**src/rtl/store_narrow_unit.sv**
```systemverilog
// store_narrow_unit: narrows a 32-bit register value to a byte, half or word
// store and writes it to a byte-wide memory port, one byte per cycle. It also
// flags when the stored field no longer sign-extends back to the register.
module store_narrow_unit #(
  parameter int ADDR_W     = 32,
  parameter bit BIG_ENDIAN = 1'b0
) (
  input  logic              clk_i,
  input  logic              rst_i,
  input  logic              req_valid_i,
  output logic              req_ready_o,
  input  logic [ADDR_W-1:0] addr_i,
  input  logic [31:0]       data_i,
  input  logic [1:0]        size_i,
  output logic              mem_we_o,
  output logic [ADDR_W-1:0] mem_addr_o,
  output logic [7:0]        mem_data_o,
  input  logic              mem_ready_i,
  output logic              done_o,
  output logic              err_o,
  output logic              trunc_o
);

  typedef enum logic [1:0] {
    ST_IDLE  = 2'd0,
    ST_WRITE = 2'd1,
    ST_DONE  = 2'd2,
    ST_ERR   = 2'd3
  } state_e;

  // Byte of the stored field that goes out at position idx; big-endian mode
  // sends the most significant byte of the field to the lowest address.
  function automatic logic [7:0] pick_byte(input logic [31:0] word,
                                           input logic [1:0]  idx,
                                           input logic [1:0]  last);
    logic [1:0] lane;
    lane = BIG_ENDIAN ? (last - idx) : idx;
    case (lane)
      2'd0:    return word[7:0];
      2'd1:    return word[15:8];
      2'd2:    return word[23:16];
      default: return word[31:24];
    endcase
  endfunction

  // A narrowed value is lossless only when every bit above the field's sign
  // bit equals that sign bit (all zeros or all ones).
  function automatic logic narrow_lost(input logic [31:0] word,
                                       input logic [1:0]  size);
    case (size)
      2'b00:   return !((&word[31:7])  || !(|word[31:7]));
      2'b01:   return !((&word[31:15]) || !(|word[31:15]));
      default: return 1'b0;
    endcase
  endfunction

  state_e              state_q, state_d;
  logic [ADDR_W-1:0]   addr_q, addr_d;
  logic [31:0]         data_q, data_d;
  logic [1:0]          idx_q, idx_d;
  logic [1:0]          last_q, last_d;
  logic                trunc_q, trunc_d;
  logic                ready_q, ready_d;
  logic                we_q, we_d;
  logic [ADDR_W-1:0]   mem_addr_q, mem_addr_d;
  logic [7:0]          mem_data_q, mem_data_d;
  logic                done_q, done_d;
  logic                err_q, err_d;
  logic                bad_req_s;

  // Next-state, datapath and next-cycle output computation.
  always_comb begin
    state_d    = state_q;
    addr_d     = addr_q;
    data_d     = data_q;
    idx_d      = idx_q;
    last_d     = last_q;
    trunc_d    = trunc_q;
    we_d       = 1'b0;
    mem_addr_d = '0;
    mem_data_d = 8'h00;
    done_d     = 1'b0;
    err_d      = 1'b0;
    bad_req_s  = (size_i == 2'b11) ||
                 ((size_i == 2'b01) && addr_i[0]) ||
                 ((size_i == 2'b10) && (addr_i[1:0] != 2'b00));

    case (state_q)
      ST_IDLE: begin
        if (req_valid_i) begin
          if (bad_req_s) begin
            state_d = ST_ERR;
            err_d   = 1'b1;
            trunc_d = 1'b0;
          end else begin
            state_d    = ST_WRITE;
            addr_d     = addr_i;
            data_d     = data_i;
            idx_d      = 2'd0;
            last_d     = (size_i == 2'b00) ? 2'd0 :
                         (size_i == 2'b01) ? 2'd1 : 2'd3;
            trunc_d    = narrow_lost(data_i, size_i);
            we_d       = 1'b1;
            mem_addr_d = addr_i;
            mem_data_d = pick_byte(data_i, 2'd0, last_d);
          end
        end else begin
          state_d = ST_IDLE;
        end
      end
      ST_WRITE: begin
        if (mem_ready_i) begin
          if (idx_q == last_q) begin
            state_d = ST_DONE;
            done_d  = 1'b1;
          end else begin
            idx_d      = idx_q + 2'd1;
            we_d       = 1'b1;
            mem_addr_d = addr_q + {{(ADDR_W-2){1'b0}}, idx_d};
            mem_data_d = pick_byte(data_q, idx_d, last_q);
          end
        end else begin
          we_d       = 1'b1;
          mem_addr_d = mem_addr_q;
          mem_data_d = mem_data_q;
        end
      end
      ST_DONE: begin
        state_d = ST_IDLE;
      end
      ST_ERR: begin
        state_d = ST_IDLE;
      end
      default: begin
        state_d = ST_IDLE;
      end
    endcase

    ready_d = (state_d == ST_IDLE);
  end

  // State, latched request and registered outputs; reset aborts any store.
  always_ff @(posedge clk_i or negedge rst_i) begin
    if (!rst_i) begin
      state_q    <= ST_IDLE;
      addr_q     <= '0;
      data_q     <= 32'h0000_0000;
      idx_q      <= 2'd0;
      last_q     <= 2'd0;
      trunc_q    <= 1'b0;
      ready_q    <= 1'b1;
      we_q       <= 1'b0;
      mem_addr_q <= '0;
      mem_data_q <= 8'h00;
      done_q     <= 1'b0;
      err_q      <= 1'b0;
    end else begin
      state_q    <= state_d;
      addr_q     <= addr_d;
      data_q     <= data_d;
      idx_q      <= idx_d;
      last_q     <= last_d;
      trunc_q    <= trunc_d;
      ready_q    <= ready_d;
      we_q       <= we_d;
      mem_addr_q <= mem_addr_d;
      mem_data_q <= mem_data_d;
      done_q     <= done_d;
      err_q      <= err_d;
    end
  end

  assign req_ready_o = ready_q;
  assign mem_we_o    = we_q;
  assign mem_addr_o  = mem_addr_q;
  assign mem_data_o  = mem_data_q;
  assign done_o      = done_q;
  assign err_o       = err_q;
  assign trunc_o     = trunc_q;

endmodule

```
**config.mk**
```make
export PLATFORM = sky130hd
export DESIGN_NAME = store_narrow_unit
export DESIGN_NICKNAME = d
export VERILOG_FILES = /design/src/rtl/store_narrow_unit.sv
export SDC_FILE = /design/constraint.sdc
export NUM_CORES = 1
export LEC_CHECK = 0
export BUFFER_PORTS_ARGS = -buffer_cell sky130_fd_sc_hd__buf_2
export CORE_MARGIN = 2
export CORE_UTILIZATION = 38
export DETAILED_ROUTE_END_ITERATION = 10
export GPL_ROUTABILITY_DRIVEN = 0
export PLACE_DENSITY = 0.57
export SLEW_MARGIN = 20
export SYNTH_ARGS = -nofsm -noshare
export SYNTH_HDL_FRONTEND = slang
export SYNTH_SLANG_ARGS = --single-unit
```
**constraint.sdc**
```tcl
create_clock -name clk_i -period 5 [get_ports clk_i]
set_input_delay 0.75 -clock clk_i [delete_from_list [all_inputs] [get_ports clk_i]]
set_output_delay 0.75 -clock clk_i [all_outputs]
set_load 0.005 [all_outputs]
```
==> impl_metrics.ini <==
[outcome]
outcome = complete, no violations

[sta]
rsz0062_at_grt = no
max_slew_margin_pct = 34.7
setup_tns_ns = 0
fin_ws_ns = 2.12
finalCritPeriodShare_pct = 57.6
skew_ns = 0.00566
fmax_ghz = 0.347
hold_viol_final = 0
timing.hold.ws_ns = 0.473
worstMarginPinSlew_ns = 0.979
maxSlewViolCount = 0
setup_viol = 0
finalCriticalPeriod_ns = 2.88

[power_and_ir_drop]
irDropWorstVdd_uv = 345
fin_total_pwr_uw = 4140
leakage_uw = 0.00332
power_density_nw_per_um2 = 620

[logic_synthesis]
ys_types = 47
synth_edf_count = 0
syn_area_sq_um = 5450
postSynthRegisterBits = 115
synthCells = 609
ys_dominant_reg_cell = dfrtp_1
yosysWarnings = 0
async_flop_share_pct = 100
synth_seq_area_share_pct = 52.8
synth.avg_cell_area_sq_um = 8.96
synth_nets = 686

[floorplanning]
initial_core_util_pct = 39.1
die_y_um = 124
coreArea_sq_um = 13900
pin_count = 115
die_area_sq_um = 15300
die-width_um = 124
core.rowCount = 43

[setup_path]
crit_fanout = 6
r2r_slack_ns = 2.12
r2r_end = mem_addr_o[24]$_DFFE_PN0N_
required_ns = 5.27
path_buf_inv = 2
end_kind = flip-flop
cp_common_cell = inv_1
worstRegToRegCells = 9
slowest_delay_ns = 0.57
crit_chain = inv_1 > ha_1 > inv_1 > fa_1 > nand3b_1 > nor3_1 > nand4_1 > xor2_1 > o21ai_0
reg2reg_from = idx_q[0]$_DFFE_PN0P_
start_kind = flip-flop
critPathTopFamily = simple AND/OR/NAND/NOR gates
critPathKind = flip-flop to flip-flop
arrival_ns = 3.15
critPathSlowestCell = nor3_1

[clock_tree]
clk_pin_slew_ns = 0.05
cts_tree = built
cts_setup_buffers = 0
root_buffer = clkbuf_16
insertion_delay_ns = 0.42
postCtsHoldBufs = 0
numCtsBuffers = 17
htree_levels = 4
cts_max_path_buffers = 2
postCtsResizedCells = 0
numClockSinks = 115

[cells_and_area]
syn2layout_area_growth_pct = 22.3
antennaDiodeCount = 0
post_route_cells_drive_above_1_share_pct = 22.0
nets = 796

[placement]
place_ws_ns = 1.97
dpl.hpwl_um = 10400
port_buffers = 114

[route]
drt-total-wl_um = 14700
drc = 0
avgViaCountPerCell = 5.20
postRouteAntennaNets = 0
vias = 4725
drt_iter0_drc = 350
wl_per_cell_um = 16.2
drtPass1Iterations = 6

[grt]
antenna_found_initial = 0
grt_max_degree = 77
grt_pass1_wl_um = 23700
grt_overflow_total = 0
grt_usage_pct = 20.5
first_global_vias = 4680

[hold_path]
hp-class = input port to async pin

[run]
maxCapViolCount = 0
## where the power goes
part	leakage, uW	internal, uW	total (uW)	switching [uW]
Clock	0.000256	637	1030	398
Sequential	0.00147	1370	1740	372
Combinational	0.00160	575	1360	782
Total	0.00332	2580	4140	1550
## logic make-up after synthesis
kind of cell	synth area share, %
AND/OR/NAND/NOR	26.8
flip-flops	52.8
AO/OA/AOI/OAI	10.7
buffers and inverters	2.80
XOR/XNOR	5.14
adder cells (fa/ha/maj)	1.74
## layout make-up
cell class,count,area (sq um)
fillers,1367,7270
multi-input cells,460,2430
inverters,6,22.5
well taps,180,225
clock buffers,20,457
clock inverters,8,40.0
flip-flops and latches,115,2880
repair buffers,119,611
## metrics by stage
step,cells,area (sq um),utilization (%)
finish,908,6670,47.9
global route,908,6670,47.9
CTS,908,6670,47.9
detailed placement,880,6170,44.3
global placement,880,6170,44.3
floorplan,609,5450,-
## placed cells by master (no fill, tap or decap), drive strengths merged, types with 2 or more instances in the layout
cell type,count
nand2,251
buf,119
dfrtp,114
o21ai,26
clkbuf,20
xnor2,19
nor2,19
nand4,18
a22oi,14
xor2,13
nor4,13
o211ai,11
a22o,9
a222oi,8
clkinv,8
nor3,7
a31oi,7
nand3,7
inv,6
ha,6
a21oi,5
nand2b,4
and4,4
and3,4
or3,3
nor2b,2
## layer usage
layer	track usage [%]	wire, um	vias to the layer above	share of wire (%)
met5	0	0	-	0
met4	7.74	262	0	1.8
met3	4.67	665	20	4.5
met2	32.4	6910	126	47
met1	27.5	6900	2290	47
li1	-	-	2289	-
## synth_stat cells (2+ instances only)
library cell	n	area (sq um)
a22o_1	9	78.8
nand2b_1	4	25.0
o21ai_0	23	115
a21oi_1	4	20.0
a31oi_1	7	43.8
and3_1	3	18.8
clkbuf_1	19	71.3
nand4_2	2	25.0
nand4_1	16	100
o21ai_1	2	10.0
nor2_1	19	71.3
a22oi_1	14	105
nor2b_1	2	12.5
nor4_1	13	81.3
ha_1	6	75.1
and4_1	3	26.3
a222oi_1	8	80.1
nor3_1	7	35.0
nand2_1	250	938
o211ai_1	11	82.6
inv_1	6	22.5
xnor2_1	19	166
nand3_1	6	30.0
dfrtp_1	114	2850
buf_2	6	30.0
or3_1	2	12.5
xor2_1	13	114
buf_4	2	15.0
## how the worst max path moves through the flow
stage,start,end,cells after the start
floorplan,idx_q[0]$_DFFE_PN0P_,mem_addr_o[28]$_DFFE_PN0N_,9
global placement,req_valid_i,mem_data_o[7]$_DFFE_PN0N_,7
detailed placement,req_valid_i,mem_data_o[7]$_DFFE_PN0N_,7
CTS,idx_q[0]$_DFFE_PN0P_,mem_addr_o[24]$_DFFE_PN0N_,9
global route,idx_q[0]$_DFFE_PN0P_,mem_addr_o[24]$_DFFE_PN0N_,9
finish,idx_q[0]$_DFFE_PN0P_,mem_addr_o[24]$_DFFE_PN0N_,9
## flip-flops by register name, summed over array words and instances (netlist names)
signal	flops
mem_addr_o	32
data_q	32
mem_data_o	8
done_o	1
last_q	2
trunc_o	1
err_o	1
idx_q	2
addr_q	32
req_ready_o	1
mem_we_o	1
state_q	2
Power figures use the tool's default switching activity.
